**src/rtl/max7219_rx.sv**
```systemverilog
// MAX7219 receive-side mirror: synchronizes the 3-wire serial interface,
// collects 16-bit command frames, writes a MAX7219-style register file on
// LOAD rising edge and decodes the digit segment patterns back to hex.
//
// state  | meaning
// -------+----------------------------------------------------------
// IDLE   | LOAD high; SCLK edges ignored, waiting for LOAD to fall
// SHIFT  | LOAD low; each SCLK rise shifts in one DIN bit
// COMMIT | LOAD just rose; judge bit count and write the frame

module max7219_regfile (
  input  logic        clk,
  input  logic        reset_n,
  input  logic        wr_en,
  input  logic [3:0]  wr_addr,
  input  logic [7:0]  wr_data,
  output logic [63:0] digits_flat,
  output logic [7:0]  decode_mode,
  output logic [3:0]  intensity,
  output logic [2:0]  scan_limit,
  output logic        shutdown_n,
  output logic        display_test
);

  logic [63:0] digits_q, digits_d;
  logic [7:0]  decode_q, decode_d;
  logic [3:0]  intensity_q, intensity_d;
  logic [2:0]  scan_q, scan_d;
  logic        shutdown_q, shutdown_d;
  logic        test_q, test_d;

  // Address decode of a committed frame; 0x0, 0xD and 0xE write nothing.
  always_comb begin
    digits_d    = digits_q;
    decode_d    = decode_q;
    intensity_d = intensity_q;
    scan_d      = scan_q;
    shutdown_d  = shutdown_q;
    test_d      = test_q;
    if (wr_en) begin
      for (int i = 0; i < 8; i++) begin
        if (wr_addr == 4'(i + 1)) digits_d[8*i +: 8] = wr_data;
      end
      case (wr_addr)
        4'h9:    decode_d    = wr_data;
        4'hA:    intensity_d = wr_data[3:0];
        4'hB:    scan_d      = wr_data[2:0];
        4'hC:    shutdown_d  = wr_data[0];
        4'hF:    test_d      = wr_data[0];
        default: ;
      endcase
    end
  end

  // Register file storage.
  always_ff @(posedge clk) begin
    if (!reset_n) begin
      digits_q    <= '0;
      decode_q    <= '0;
      intensity_q <= '0;
      scan_q      <= '0;
      shutdown_q  <= 1'b0;
      test_q      <= 1'b0;
    end else begin
      digits_q    <= digits_d;
      decode_q    <= decode_d;
      intensity_q <= intensity_d;
      scan_q      <= scan_d;
      shutdown_q  <= shutdown_d;
      test_q      <= test_d;
    end
  end

  assign digits_flat  = digits_q;
  assign decode_mode  = decode_q;
  assign intensity    = intensity_q;
  assign scan_limit   = scan_q;
  assign shutdown_n   = shutdown_q;
  assign display_test = test_q;

endmodule

module max7219_rx #(
  parameter int SYNC_STAGES = 2
) (
  input  logic        clk,
  input  logic        reset_n,
  input  logic        sclk_in,
  input  logic        din_in,
  input  logic        load_in,
  output logic [63:0] digits_flat,
  output logic [7:0]  decode_mode,
  output logic [3:0]  intensity,
  output logic [2:0]  scan_limit,
  output logic        shutdown_n,
  output logic        display_test,
  output logic [31:0] hex_value,
  output logic [7:0]  hex_unknown,
  output logic        frame_valid,
  output logic [15:0] frame_word,
  output logic        err_len
);

  typedef enum logic [1:0] {ST_IDLE, ST_SHIFT, ST_COMMIT} state_t;

  state_t                 state_q, state_d;
  logic [SYNC_STAGES-1:0] load_sync_q, load_sync_d;
  logic [SYNC_STAGES-1:0] sclk_sync_q, sclk_sync_d;
  logic [SYNC_STAGES-1:0] din_sync_q, din_sync_d;
  logic                   load_prev_q, load_prev_d;
  logic                   sclk_prev_q, sclk_prev_d;
  logic [15:0]            shift_q, shift_d;
  logic [4:0]             count_q, count_d;
  logic [15:0]            frame_word_q, frame_word_d;
  logic                   frame_valid_q, frame_valid_d;
  logic                   err_len_q, err_len_d;
  logic                   wr_en;
  logic                   load_s, sclk_s, din_s;
  logic                   load_rise, load_fall, sclk_rise;
  logic [4:0]             seg_res;

  assign load_s    = load_sync_q[SYNC_STAGES-1];
  assign sclk_s    = sclk_sync_q[SYNC_STAGES-1];
  assign din_s     = din_sync_q[SYNC_STAGES-1];
  assign load_rise = load_s & ~load_prev_q;
  assign load_fall = ~load_s & load_prev_q;
  assign sclk_rise = sclk_s & ~sclk_prev_q;

  // Synchronizer chains plus one delayed copy for edge detection.
  always_comb begin
    load_sync_d = {load_sync_q[SYNC_STAGES-2:0], load_in};
    sclk_sync_d = {sclk_sync_q[SYNC_STAGES-2:0], sclk_in};
    din_sync_d  = {din_sync_q[SYNC_STAGES-2:0], din_in};
    load_prev_d = load_s;
    sclk_prev_d = sclk_s;
  end

  // Frame FSM: shifting, bit counting and commit decision.
  always_comb begin
    state_d       = state_q;
    shift_d       = shift_q;
    count_d       = count_q;
    frame_word_d  = frame_word_q;
    frame_valid_d = 1'b0;
    err_len_d     = 1'b0;
    wr_en         = 1'b0;
    case (state_q)
      ST_IDLE: begin
        if (load_fall) begin
          state_d = ST_SHIFT;
          count_d = '0;
        end
      end
      ST_SHIFT: begin
        // A coincident SCLK rise loses to the LOAD rise.
        if (load_rise) begin
          state_d = ST_COMMIT;
        end else if (sclk_rise) begin
          shift_d = {shift_q[14:0], din_s};
          count_d = (count_q == 5'd31) ? count_q : count_q + 5'd1;
        end
      end
      ST_COMMIT: begin
        state_d   = ST_IDLE;
        err_len_d = (count_q != 5'd16);
        // Overlong frames keep the last 16 bits, as the real part does.
        if (count_q >= 5'd16) begin
          wr_en         = 1'b1;
          frame_word_d  = shift_q;
          frame_valid_d = 1'b1;
        end
      end
      default: state_d = ST_IDLE;
    endcase
  end

  // State and datapath registers.
  always_ff @(posedge clk) begin
    if (!reset_n) begin
      state_q       <= ST_IDLE;
      load_sync_q   <= '1;
      sclk_sync_q   <= '0;
      din_sync_q    <= '0;
      load_prev_q   <= 1'b1;
      sclk_prev_q   <= 1'b0;
      shift_q       <= '0;
      count_q       <= '0;
      frame_word_q  <= '0;
      frame_valid_q <= 1'b0;
      err_len_q     <= 1'b0;
    end else begin
      state_q       <= state_d;
      load_sync_q   <= load_sync_d;
      sclk_sync_q   <= sclk_sync_d;
      din_sync_q    <= din_sync_d;
      load_prev_q   <= load_prev_d;
      sclk_prev_q   <= sclk_prev_d;
      shift_q       <= shift_d;
      count_q       <= count_d;
      frame_word_q  <= frame_word_d;
      frame_valid_q <= frame_valid_d;
      err_len_q     <= err_len_d;
    end
  end

  max7219_regfile u_regfile (
    .clk          (clk),
    .reset_n      (reset_n),
    .wr_en        (wr_en),
    .wr_addr      (shift_q[11:8]),
    .wr_data      (shift_q[7:0]),
    .digits_flat  (digits_flat),
    .decode_mode  (decode_mode),
    .intensity    (intensity),
    .scan_limit   (scan_limit),
    .shutdown_n   (shutdown_n),
    .display_test (display_test)
  );

  // Returns {unknown, nibble} for a 7-segment pattern (DP already dropped).
  function automatic logic [4:0] seg_decode(input logic [6:0] seg);
    case (seg)
      7'h7E:   seg_decode = 5'h00;
      7'h30:   seg_decode = 5'h01;
      7'h6D:   seg_decode = 5'h02;
      7'h79:   seg_decode = 5'h03;
      7'h33:   seg_decode = 5'h04;
      7'h5B:   seg_decode = 5'h05;
      7'h5F:   seg_decode = 5'h06;
      7'h70:   seg_decode = 5'h07;
      7'h7F:   seg_decode = 5'h08;
      7'h7B:   seg_decode = 5'h09;
      7'h7D:   seg_decode = 5'h0A;
      7'h1F:   seg_decode = 5'h0B;
      7'h0D:   seg_decode = 5'h0C;
      7'h3D:   seg_decode = 5'h0D;
      7'h4F:   seg_decode = 5'h0E;
      7'h47:   seg_decode = 5'h0F;
      default: seg_decode = 5'h10;
    endcase
  endfunction

  // Per-digit readback: raw nibble in code-B mode, glyph match otherwise.
  always_comb begin
    hex_value   = '0;
    hex_unknown = '0;
    seg_res     = '0;
    for (int i = 0; i < 8; i++) begin
      seg_res = seg_decode(digits_flat[8*i +: 7]);
      if (decode_mode[i]) begin
        hex_value[4*i +: 4] = digits_flat[8*i +: 4];
      end else begin
        hex_value[4*i +: 4] = seg_res[3:0];
        hex_unknown[i]      = seg_res[4];
      end
    end
  end

  assign frame_valid = frame_valid_q;
  assign frame_word  = frame_word_q;
  assign err_len     = err_len_q;

endmodule

```
**config.mk**
```make
export PLATFORM = sky130hd
export DESIGN_NAME = max7219_rx
export DESIGN_NICKNAME = d
export VERILOG_FILES = /design/src/rtl/max7219_rx.sv
export SDC_FILE = /design/constraint.sdc
export NUM_CORES = 1
export LEC_CHECK = 0
export CORE_ASPECT_RATIO = 1.75
export CORE_UTILIZATION = 50
export CTS_BUF_LIST = sky130_fd_sc_hd__clkbuf_16
export DETAILED_ROUTE_END_ITERATION = 7
export PLACE_DENSITY_LB_ADDON = 0.15
export SETUP_SLACK_MARGIN = 0.3
export SLEW_MARGIN = 15
export SYNTH_ARGS = -nofsm -noshare
export SYNTH_HDL_FRONTEND = slang
export SYNTH_SLANG_ARGS = --single-unit
```
**constraint.sdc**
```tcl
create_clock -name clk -period 3.7 [get_ports clk]
set_clock_uncertainty 0.1 [all_clocks]
set_input_delay 0.555 -clock clk [delete_from_list [all_inputs] [get_ports clk]]
set_output_delay 0.555 -clock clk [all_outputs]
set_load 0.005 [all_outputs]
```
After elaboration in Yosys (flattened, before gate mapping)
Index checks and enable logic that the tools add are counted.
Widths: inputs -> output; s select.
{ "op_classes": {"n_eq_ne": 150, "magnitude_cmp": 1, "n_addsub": 1, "n_reduce_logical": 20, "mux": 34, "n_bitwise": 7} }
{ "op_table": {"columns": ["cell", "count"], "rows": [
  ["$pmux 5 s16", 8],
  ["$eq 7x7->1 const B", 88],
  ["$eq 7x6->1 const B", 24],
  ["$eq 7x4->1 const B", 8],
  ["$eq 7x5->1 const B", 8],
  ["$mux 4", 8],
  ["$reduce_and 2->1", 16],
  ["$eq 4x4->1 const B", 6],
  ["$mux 5", 4],
  ["$eq 4x3->1 const B", 4],
  ["$mux 1", 10],
  ["$ne 2x2->1 const B", 5],
  ["$pmux 5 s2", 1],
  ["$eq 4x2->1 const B", 2],
  ["$add 5x1->5 const B", 1],
  ["$eq 5x5->1 const B", 1],
  ["$ge 5x5->1 const B", 1],
  ["$ne 5x5->1 const B", 1],
  ["$reduce_and 5->1", 1],
  ["$eq 4x1->1 const B", 1],
  ["$mux 2", 2],
  ["$not 1->1", 4],
  ["$pmux 2 s2", 1],
  ["$and 1x1->1", 3],
  ["other kinds (5)", 5]
]} }
{ "word_totals": {"in_bits": 5, "register_bits": 130, "out_inout_bits": 139} }

Logic depth before layout (Yosys ltp)
Gate-level depths: netlist of run 1.
{ "logic_depth": {"depth_word": 5, "depth_mapped": 7, "mapped_depth_nobuf": 6} }

Cells and area by module
Synthesis of run 1 repeated with hierarchy kept, for this count alone.
{ "unflattened": {"hier_cells": 957, "area_unflattened_um2": 7758.7} }
{ "modules_own_cells": {"columns": ["mod", "n_inst", "cells_per_inst", "seq_area_each_um2", "area_per_inst_um2"], "rows": [
  ["max7219_rx", 1, 670, 980.9, 4785.8],
  ["max7219_regfile", 1, 287, 1621.6, 2972.9]
]} }

Worst setup path after synthesis of run 1
No wires, ideal clock.
{ "synth_path": {"path_kind": "reg-to-output", "from": "register u_regfile.digits_q[24], in the netlist u_regfile.digits_flat[24]", "to": "output port hex_value[14]", "required_ns": 3.045, "t_arrival_ns": 1.612, "stages_incl_launch_ff": 6, "setup_slack_ns": 1.433, "path_cell_list": "dfxtp_1 -> clkbuf_1 -> nand2_1 -> or4b_2 -> o2111ai_1 -> a21boi_0"} }
{ "synth_via": {"elab_chain_len": 3, "word_cells_on_any_way": 18} }
{ "synth_rtl": {"columns": ["element", "line_no", "text"], "rows": [
  ["start: declaration", "25", "logic [63:0] digits_q, digits_d;"],
  ["start signal: assignment", "65", "digits_q <= digits_d;"],
  ["$eq 7x7->1, or another cell as far along", "222", "case (seg)"],
  ["$pmux 5 s16 (*)", "222", null],
  ["$mux 4 (*)", "250", "if (decode_mode[i]) begin"],
  ["end: declaration", "97", "output logic [31:0] hex_value,"]
]} }
Every way passes the cells marked *; elsewhere a longest branch is shown, timed or not.

Worst setup path in the final report of run 1
{ "layout_path": {"from": "register u_regfile.digits_q[30], in the netlist u_regfile.digits_flat[30]", "to": "output port hex_value[14]"} }
Same word-level chain as after synthesis.

==> flow_summary.ini, run 1 <==
[die]
coreArea_sq_um = 15500
rows = 60
floorplan.initialDensity_pct = 51.5
fp.dieArea_sq_um = 16400
ios = 144
die_width_microns = 97.4
die_h_microns = 169

[pwr]
max-vdd-ir-drop_v = 0.000490
power_density_nw_per_um2 = 318
power.share.switching_pct = 21.1
power.static_leakage_nw = 3.16
pwr-share-seq_pct = 44.5
p_switching_uw = 666
report.power.total_mw = 3.16
intPower_mw = 2.49
clkPwrFrac_pct = 53.9
power_frac_comb_pct = 1.6

[run_status]
run_status = completed

[finish]
layout.cells.most_common = clkdlybuf4s50_1
area_growth_syn_to_layout_pct = 24.9
final_cell_mix = 142 x clkdlybuf4s50_1, 126 x nand2_1, 110 x dfxtp_1
nets = 1078
fill_cell_count = 1366
insertedDiodeCount = 0
layout-drive-gt1-share_pct = 8.03

[clock_tree]
clk_latency_ps = 420
clock_sinks = 130
post-cts-setup-buffers = 0
max-clock-path-buffers = 2
cts-buffers-inserted = 17
path_clk_slew_ps = 60
tritoncts = done
clk_root_buffer_cell = clkbuf_16
cts_htree_levels = 4

[synthesis]
synth_area_per_cell_sq_um = 7.97
post_synth_inst_count = 998
number_of_enable_flip_flop_cells_after_synthesis = 0
synth.cell_area_sq_um = 7960
synthesis.nets = 1006
synth_ff_type = dfxtp_1
ys.warnings.count = 0
seq_area_frac_synth_pct = 32.7
synthDistinctLibCells = 76
synth-async-reset-ratio_pct = 0
synth-seq-cells = 130

[critical_path]
timing.critical_path.to_type = output port
critPathArrivalTime_ps = 2640
cp_data_required_time_ps = 3040
maximum_fanout_count_along_the_critical_path = 16
critPathMaxStageDelay_ps = 640
criticalPathCategory = flop to output port
critical-path-slowest-cell = or4b_2
path_buf_inv = 1
crit_family = simple AND/OR/NAND/NOR gates
timing.critical_path.from_type = flop
crit_path_cell_trace = nor2b_1, a21oi_1, or4b_2, o2111ai_1, a21boi_0, clkdlybuf4s50_1

[timing]
max_slew.worst_pin.slew_ps = 925
max_slew_vio_count = 0
layout_worst_path_cycle_share_pct = 89.0
maxSlewHeadroom_pct = 38.1
final_period_minus_worst_setup_slack_ps = 3290
timing_hold_violations_final = 0
rsz0062_at_grt = yes
timing.final.setup_violations = 0
fin_tns_setup_ps = 0
fmaxAchievable_mhz = 304

[global_route]
global_route.overflow_total = 0
grt_util_met2_pct = 47.1
grt_use_total_pct = 25.0
grt_busiest_layer = met2
grt.met3_usage_pct = 3.59
pin_count_of_the_biggest_net_entering_global_routing = 80
vias_in_the_first_global_route = 6933
met1_usage_pct = 28.1
antenna_found_initial = 0
grt_pass1_wl_microns = 34100

[place]
place.detailed.hpwl_microns = 14300
port_buffers = 143
finalWeightedCongestion = 0.896

[drt]
wirelength_microns = 21000
average_wire_per_cell_in_the_routed_design_microns = 16.5
remaining_drc_errors = 0
antenna_left = 0
first_pass_iters = 4
drt_iter0_markers = 366
route.vias.total = 7461
post_drt_via_cell_ratio = 5.88

[flow_run]
max_cap_violations = 0

[min_path]
hold_path.class = flop to flop
## final timing paths
kind                        startpoint                  endpoint  slack [ps]  depth (start not counted)
max reg2reg                 state_q[0]  u_regfile.decode_mode[5]        1080                          7
max          u_regfile.digits_flat[30]             hex_value[14]         410                          6
min                     load_sync_q[0]            load_sync_q[1]         320                          1
min reg2reg             load_sync_q[0]            load_sync_q[1]         320                          1
## final cells by class
cell class                 instances  area (sq um)  share of cell area, %
tap                              186           233                   2.34
inverter                          33           124                   1.25
sequential                       130          2630                   26.4
multi-input combinational        739          4860                   48.9
clock inverter                    15           183                   1.84
timing repair buffer             149          1480                   14.9
clock buffer                      17           425                   4.28
## metrics by stage
step / utilization (%) / hold slack, ps / setup slack [ps] / cell area [sq um] / cells
after detailed placement: 60.1 / 314 / 641 / 9300 / 1237
after floorplan: - / 286 / 1430 / 7960 / 998
final: 64.3 / 321 / 408 / 9940 / 1269
after CTS: 64.1 / 327 / 334 / 9910 / 1269
after global placement: 60.1 / 292 / 699 / 9300 / 1237
after global routing: 64.3 / 346 / 271 / 9940 / 1269
## cell families (layout without fill, tap and decap cells)
logic type / after synthesis / in the layout / synth area share (%)
simple gates: 433 / 433 / 30.5
compound gates: 211 / 211 / 18.4
flops: 130 / 130 / 32.7
buf+inv: 129 / 214 / 6.42
mux: 80 / 80 / 10.1
xor+xnor: 12 / 12 / 1.32
fa+ha+maj: 3 / 3 / 0.472
## routing by layer
layer | part of all wire, % | up-vias
li1 | - | 3694
met1 | 42 | 3566
met2 | 53 | 164
met3 | 2.8 | 37
met4 | 2.0 | 0
met5 | 0 | -
## power by group through the flow
| stage | logic (mW) | registers, mW | clock network (mW) |
|---|---|---|---|
| final | 0.0501 | 1.41 | 1.70 |
| after global routing | 0.0532 | 1.41 | 1.79 |
| after CTS | 0.0505 | 1.41 | 1.73 |
| after detailed placement | 0.0498 | 1.44 | 0 |
| after global placement | 0.0499 | 1.44 | 0 |
| after floorplan | 0.0376 | 1.44 | 0 |
## worst register-to-register path, delay by kind of cell (launching register included)
| family | cells | cell delay, ps |
|---|---|---|
| buffers and inverters | 2 | 580 |
| multiplexers | 1 | 280 |
| flip-flops | 1 | 370 |
| AND/OR/NAND/NOR | 4 | 1170 |
## Yosys cell counts, drive strengths merged (28+ instances only)
cell type,number,share of area [%]
dfxtp,130,33
nand2,126,5.9
nor2b,85,6.7
clkbuf,76,3.6
mux2i,75,9.4
a21boi,48,4.5
o21ai,46,2.9
nor2,37,2.0
inv,32,1.5
nand3,28,1.8
## timing repair
item / 4_1_cts / 5_1_grt
hold buffers: 0 / 0
setup endpoints to repair: 5 / 19
resized for setup: 3 / 22
hold endpoints to repair: 0 / 0
## state kept, by name, summed over array words and instances (netlist names), 2 cells and up
register / count
u_regfile.decode_mode: 8
state_q: 2
load_sync_q: 2
u_regfile.scan_limit: 3
shift_q: 16
frame_word: 16
u_regfile.digits_flat: 64
u_regfile.intensity: 4
din_sync_q: 2
sclk_sync_q: 2
count_q: 5
Note: power is estimated with default switching activity, not from simulation.
==> run 2, diff against run 1 <==
CELL_PAD_IN_SITES_DETAIL_PLACEMENT = 1   (was not set)
CELL_PAD_IN_SITES_GLOBAL_PLACEMENT = 1   (was not set)
CORE_UTILIZATION = 42   (was 50)
==> run 2 against run 1 <==
  * Global-route usage fell by 0.32 points
  * Clock power barely moved
  * Register-to-register slack improved by 110 ps
  * Combinational power barely moved
  * Die area rose by 19%
  * Worst hold slack improved by 14 ps
  * Largest power group unchanged
  * Highest routed layer unchanged
  * Setup slack improved by 16 ps
  * Largest cell class unchanged
  * Non-clock buffer count rose by 6
  * Utilization fell by 10 points
  * Total power rose by 0.30%
  * Routed wire length rose by 14%
==> flow_summary.ini, run 2 (same netlist as run 1, synthesis figures left out) <==
[run_status]
run_status = completed

[clock_tree]
cts_htree_levels = 4
tritoncts = done
clock_sinks = 130
max-clock-path-buffers = 2
clk_root_buffer_cell = clkbuf_16
cts.hold.buffers_added = 0
path_clk_slew_ps = 60
cts-buffers-inserted = 17
clk_latency_ps = 410

[timing]
max_slew.worst_pin.slew_ps = 974
final_period_minus_worst_setup_slack_ps = 3280
timing_hold_violations_final = 0
fin_tns_setup_ps = 0
fmaxAchievable_mhz = 305
maxSlewHeadroom_pct = 34.8
max_slew_vio_count = 0
layout_worst_path_cycle_share_pct = 88.5
rsz0062_at_grt = yes
timing.final.setup_violations = 0

[critical_path]
timing.critical_path.to_type = output port
criticalPathCategory = flop to output port
timing.critical_path.from_type = flop
cp_data_required_time_ps = 3040
ff2ff_path_depth = 5
critPathArrivalTime_ps = 2620
maximum_fanout_count_along_the_critical_path = 14

[global_route]
global_route.overflow_total = 0
pin_count_of_the_biggest_net_entering_global_routing = 42
grt_use_total_pct = 24.7
vias_in_the_first_global_route = 7514
antenna_found_initial = 0
grt_pass1_wl_microns = 38900

[finish]
insertedDiodeCount = 0
final_core_util_pct = 54.0
layout.cells.most_common = clkdlybuf4s50_1
largest_register_ff_count = 64
final_cell_mix = 142 x clkdlybuf4s50_1, 126 x nand2_1, 111 x dfxtp_1
area_growth_syn_to_layout_pct = 26.2
nets = 1084
layout-drive-gt1-share_pct = 8.08

[place]
port_buffers = 143
finalWeightedCongestion = 0.879
place.detailed.hpwl_microns = 16400

[min_path]
hold-path-cell-count = 1
hold_path.class = flop to flop

[die]
rows = 66
floorplan.initialDensity_pct = 42.8
fp.dieArea_sq_um = 19500
die_width_microns = 106
die_h_microns = 184
ios = 144
coreArea_sq_um = 18600

[pwr]
max-vdd-ir-drop_v = 0.000339
power_density_nw_per_um2 = 316
report.power.total_mw = 3.17
power.static_leakage_nw = 3.21

[drt]
antenna_left = 0
first_pass_iters = 4
post_drt_via_cell_ratio = 5.78
drt_iter0_markers = 360
wirelength_microns = 24000
route.vias.total = 7664
average_wire_per_cell_in_the_routed_design_microns = 18.1
remaining_drc_errors = 0

[flow_run]
max_cap_violations = 0
==> run 2: per-layer routing <==
layer	wire length (microns)	global-route usage, %	up-vias
met2	12600	45.7	150
met3	668	3.61	35
met4	492	8.67	0
li1	-	-	3702
met5	0	0	-
met1	10300	28.5	3777
==> run 2: path summary, 6_finish.rpt <==
kind	to	start	slack (ps)
worst max-delay path	hex_value[22]	u_regfile.digits_flat[43]	420
worst min register to register	load_sync_q[1]	load_sync_q[0]	330
worst min-delay path	load_sync_q[1]	load_sync_q[0]	330
worst max register to register	u_regfile.digits_flat[8]	state_q[0]	1190
==> run 2: stage by stage <==
step | instances | hold WS [ps] | cell area [sq um] | worst slack, ps
finish | 1327 | 334 | 10000 | 424
global route | 1327 | 357 | 10000 | 287
CTS | 1327 | 340 | 10000 | 305
detailed placement | 1295 | 320 | 9390 | 686
global placement | 1295 | 311 | 9390 | 721
floorplan | 998 | 286 | 7960 | 1430
==> run 2: critical path, cell delays in order (launching register included) <==
cell and delay (ps):
dfxtp_1 320, buf_4 180, or4b_2 650, o31ai_1 90
a32oi_1 150, o21ai_1 160, mux2_2 160, clkdlybuf4s50_1 500
==> run 2: area by class of cell <==
class / count / area [sq um]
multi-input combinational: 739 / 4870
sequential: 130 / 2630
timing repair buffer: 155 / 1520
inverter: 33 / 125
clock buffer: 17 / 425
clock inverter: 15 / 176
tap: 238 / 298
fill: 2214 / 8540
==> run 2: what timing repair did <==
action,in CTS,in global routing
setup buffers,0,0
resized for setup,4,22
endpoints found under the hold margin,0,0
setup endpoints to repair,3,15
==> run 2: where the power goes <==
group	internal [mW]	total (mW)	switching, mW	leakage, nW
clock network	1.11	1.71	0.605	0.303
logic	0.0260	0.0499	0.0238	1.85
registers	1.40	1.41	0.00303	1.06
==> run 3, diff against run 2 <==
TNS_END_PERCENT = 1   (was not set)
==> run 3 against run 2 <==
  * Die area unchanged
  * Count of clock-buffer cells in the layout stayed put
  * Combinational power is essentially flat
  * Critical endpoint unchanged
==> flow_summary.ini, run 3 (same netlist as run 1, synthesis figures left out) <==
[place]
placedInstanceArea_sq_um = 9390
place.detailed.hpwl_microns = 16400
finalWeightedCongestion = 0.879
port_buffers = 143

[timing]
timing.final.setup_violations = 0
rsz0062_at_grt = yes
max_slew.worst_pin.slew_ps = 978
maxSlewHeadroom_pct = 34.5
final_period_minus_worst_setup_slack_ps = 3360
layout_worst_path_cycle_share_pct = 90.7
timing_hold_violations_final = 0
max_slew_vio_count = 0
fmaxAchievable_mhz = 298
fin_tns_setup_ps = 0

[drt]
remaining_drc_errors = 0
post_drt_via_cell_ratio = 5.80
route.vias.total = 7693
average_wire_per_cell_in_the_routed_design_microns = 18.0
antenna_left = 0
wirelength_microns = 23900
first_pass_iters = 4
drt_iter0_markers = 349

[clock_tree]
clk_root_buffer_cell = clkbuf_16
max-clock-path-buffers = 2
clock_sinks = 130
cts-buffers-inserted = 17
cts_htree_levels = 4
tritoncts = done
post-cts-setup-buffers = 0
path_clk_slew_ps = 60
clk_latency_ps = 410

[run_status]
run_status = completed

[die]
floorplan.initialDensity_pct = 42.8
die_h_microns = 184
coreArea_sq_um = 18600
die_width_microns = 106
rows = 66
fp.dieArea_sq_um = 19500
ios = 144

[pwr]
p_switching_uw = 630
clkPwrFrac_pct = 54.0
power.static_leakage_nw = 3.19
power_density_nw_per_um2 = 317
pwr-share-seq_pct = 44.4
max-vdd-ir-drop_v = 0.000335
power_frac_comb_pct = 1.6
power.share.switching_pct = 19.9
report.power.total_mw = 3.17
intPower_mw = 2.54

[global_route]
pin_count_of_the_biggest_net_entering_global_routing = 42
global_route.overflow_total = 0
grt_pass1_wl_microns = 38800
grt_use_total_pct = 24.7
vias_in_the_first_global_route = 7516
antenna_found_initial = 0

[critical_path]
critical-path-slowest-cell = or4b_2
critical_path.reg2reg.endpoint = u_regfile.digits_flat[8]
critPathMaxStageDelay_ps = 740
criticalPathCategory = flop to output port
cp_data_required_time_ps = 3040
ff2ff_path_depth = 5
reg2reg_setup_slack_ps = 1190
maximum_fanout_count_along_the_critical_path = 17
crit_path_cell_trace = or4b_2, o31ai_1, a32oi_1, o21ai_1, mux2_2, clkdlybuf4s50_1
path_buf_inv = 1
timing.rr.start = state_q[0]
timing.critical_path.from_type = flop
crit_family = simple AND/OR/NAND/NOR gates
timing.critical_path.to_type = output port
critPathArrivalTime_ps = 2700

[finish]
largest_register_ff_count = 64
final_core_util_pct = 53.9
stdcell_area_sq_um = 10000
final_cell_mix = 142 x clkdlybuf4s50_1, 127 x dfxtp_1, 126 x nand2_1
area_growth_syn_to_layout_pct = 25.7
insertedDiodeCount = 0
nets = 1084
layout-drive-gt1-share_pct = 6.43
layout.cells.most_common = clkdlybuf4s50_1

[min_path]
hold-path-cell-count = 1
hold_path.class = flop to flop
hold-path-endpoint = load_sync_q[1]
worst_hold_startpoint = load_sync_q[0]

[flow_run]
max_cap_violations = 0
[run 3: timing repair]
| action | 4_1_cts | 5_1_grt |
|---|---|---|
| pin swaps | 0 | 0 |
| cloned | 0 | 0 |
| gates resized for setup | 3 | 2 |
| setup endpoints to repair | 3 | 16 |
| hold buffers | 0 | 0 |
[run 3: worst reg2reg max path, stage by stage, from the launching register on]
cell,delay (ps)
dfxtp_1,360
nand3b_1,480
buf_4,360
nor4_4,750
mux2i_1,270
nor2b_1,70
[run 3: power groups by stage]
stage | logic, mW | clock network, mW | registers (mW)
floorplan | 0.0376 | 0 | 1.44
global placement | 0.0503 | 0 | 1.44
detailed placement | 0.0504 | 0 | 1.44
CTS | 0.0504 | 1.75 | 1.41
global route | 0.0543 | 1.80 | 1.41
finish | 0.0497 | 1.71 | 1.41
[run 3: worst max-delay path by stage]
stage | startpoint | endpoint | cells after the start
global placement | u_regfile.digits_flat[29] | hex_value[14] | 6
CTS | u_regfile.digits_flat[41] | hex_value[22] | 6
finish | u_regfile.digits_flat[42] | hex_value[22] | 6
floorplan | u_regfile.digits_flat[24] | hex_value[14] | 5
global route | u_regfile.digits_flat[27] | hex_value[14] | 6
detailed placement | u_regfile.digits_flat[29] | hex_value[14] | 6
[run 3: through the flow]
stage	std cells	setup slack (ps)	hold WS [ps]
floorplan	998	1430	286
global placement	1295	721	311
detailed placement	1295	686	320
CTS	1327	283	340
global route	1327	170	357
finish	1327	343	335
[run 3: area by class of cell]
| class | count | area, sq um |
|---|---|---|
| Fill cell | 2216 | 8570 |
| Multi-Input combinational cell | 739 | 4860 |
| Sequential cell | 130 | 2610 |
| Timing Repair Buffer | 155 | 1520 |
| Clock buffer | 17 | 425 |
| Tap cell | 238 | 298 |
| Clock inverter | 15 | 176 |
| Inverter | 33 | 125 |
[run 3: layer usage]
layer | vias up | wire, microns | part of all wire (%) | global-route usage, %
li1 | 3697 | - | - | -
met1 | 3792 | 10200 | 43 | 28.4
met5 | - | 0 | 0 | 0
met4 | 0 | 509 | 2.1 | 8.67
met3 | 37 | 675 | 2.8 | 3.61
met2 | 167 | 12500 | 53 | 45.7
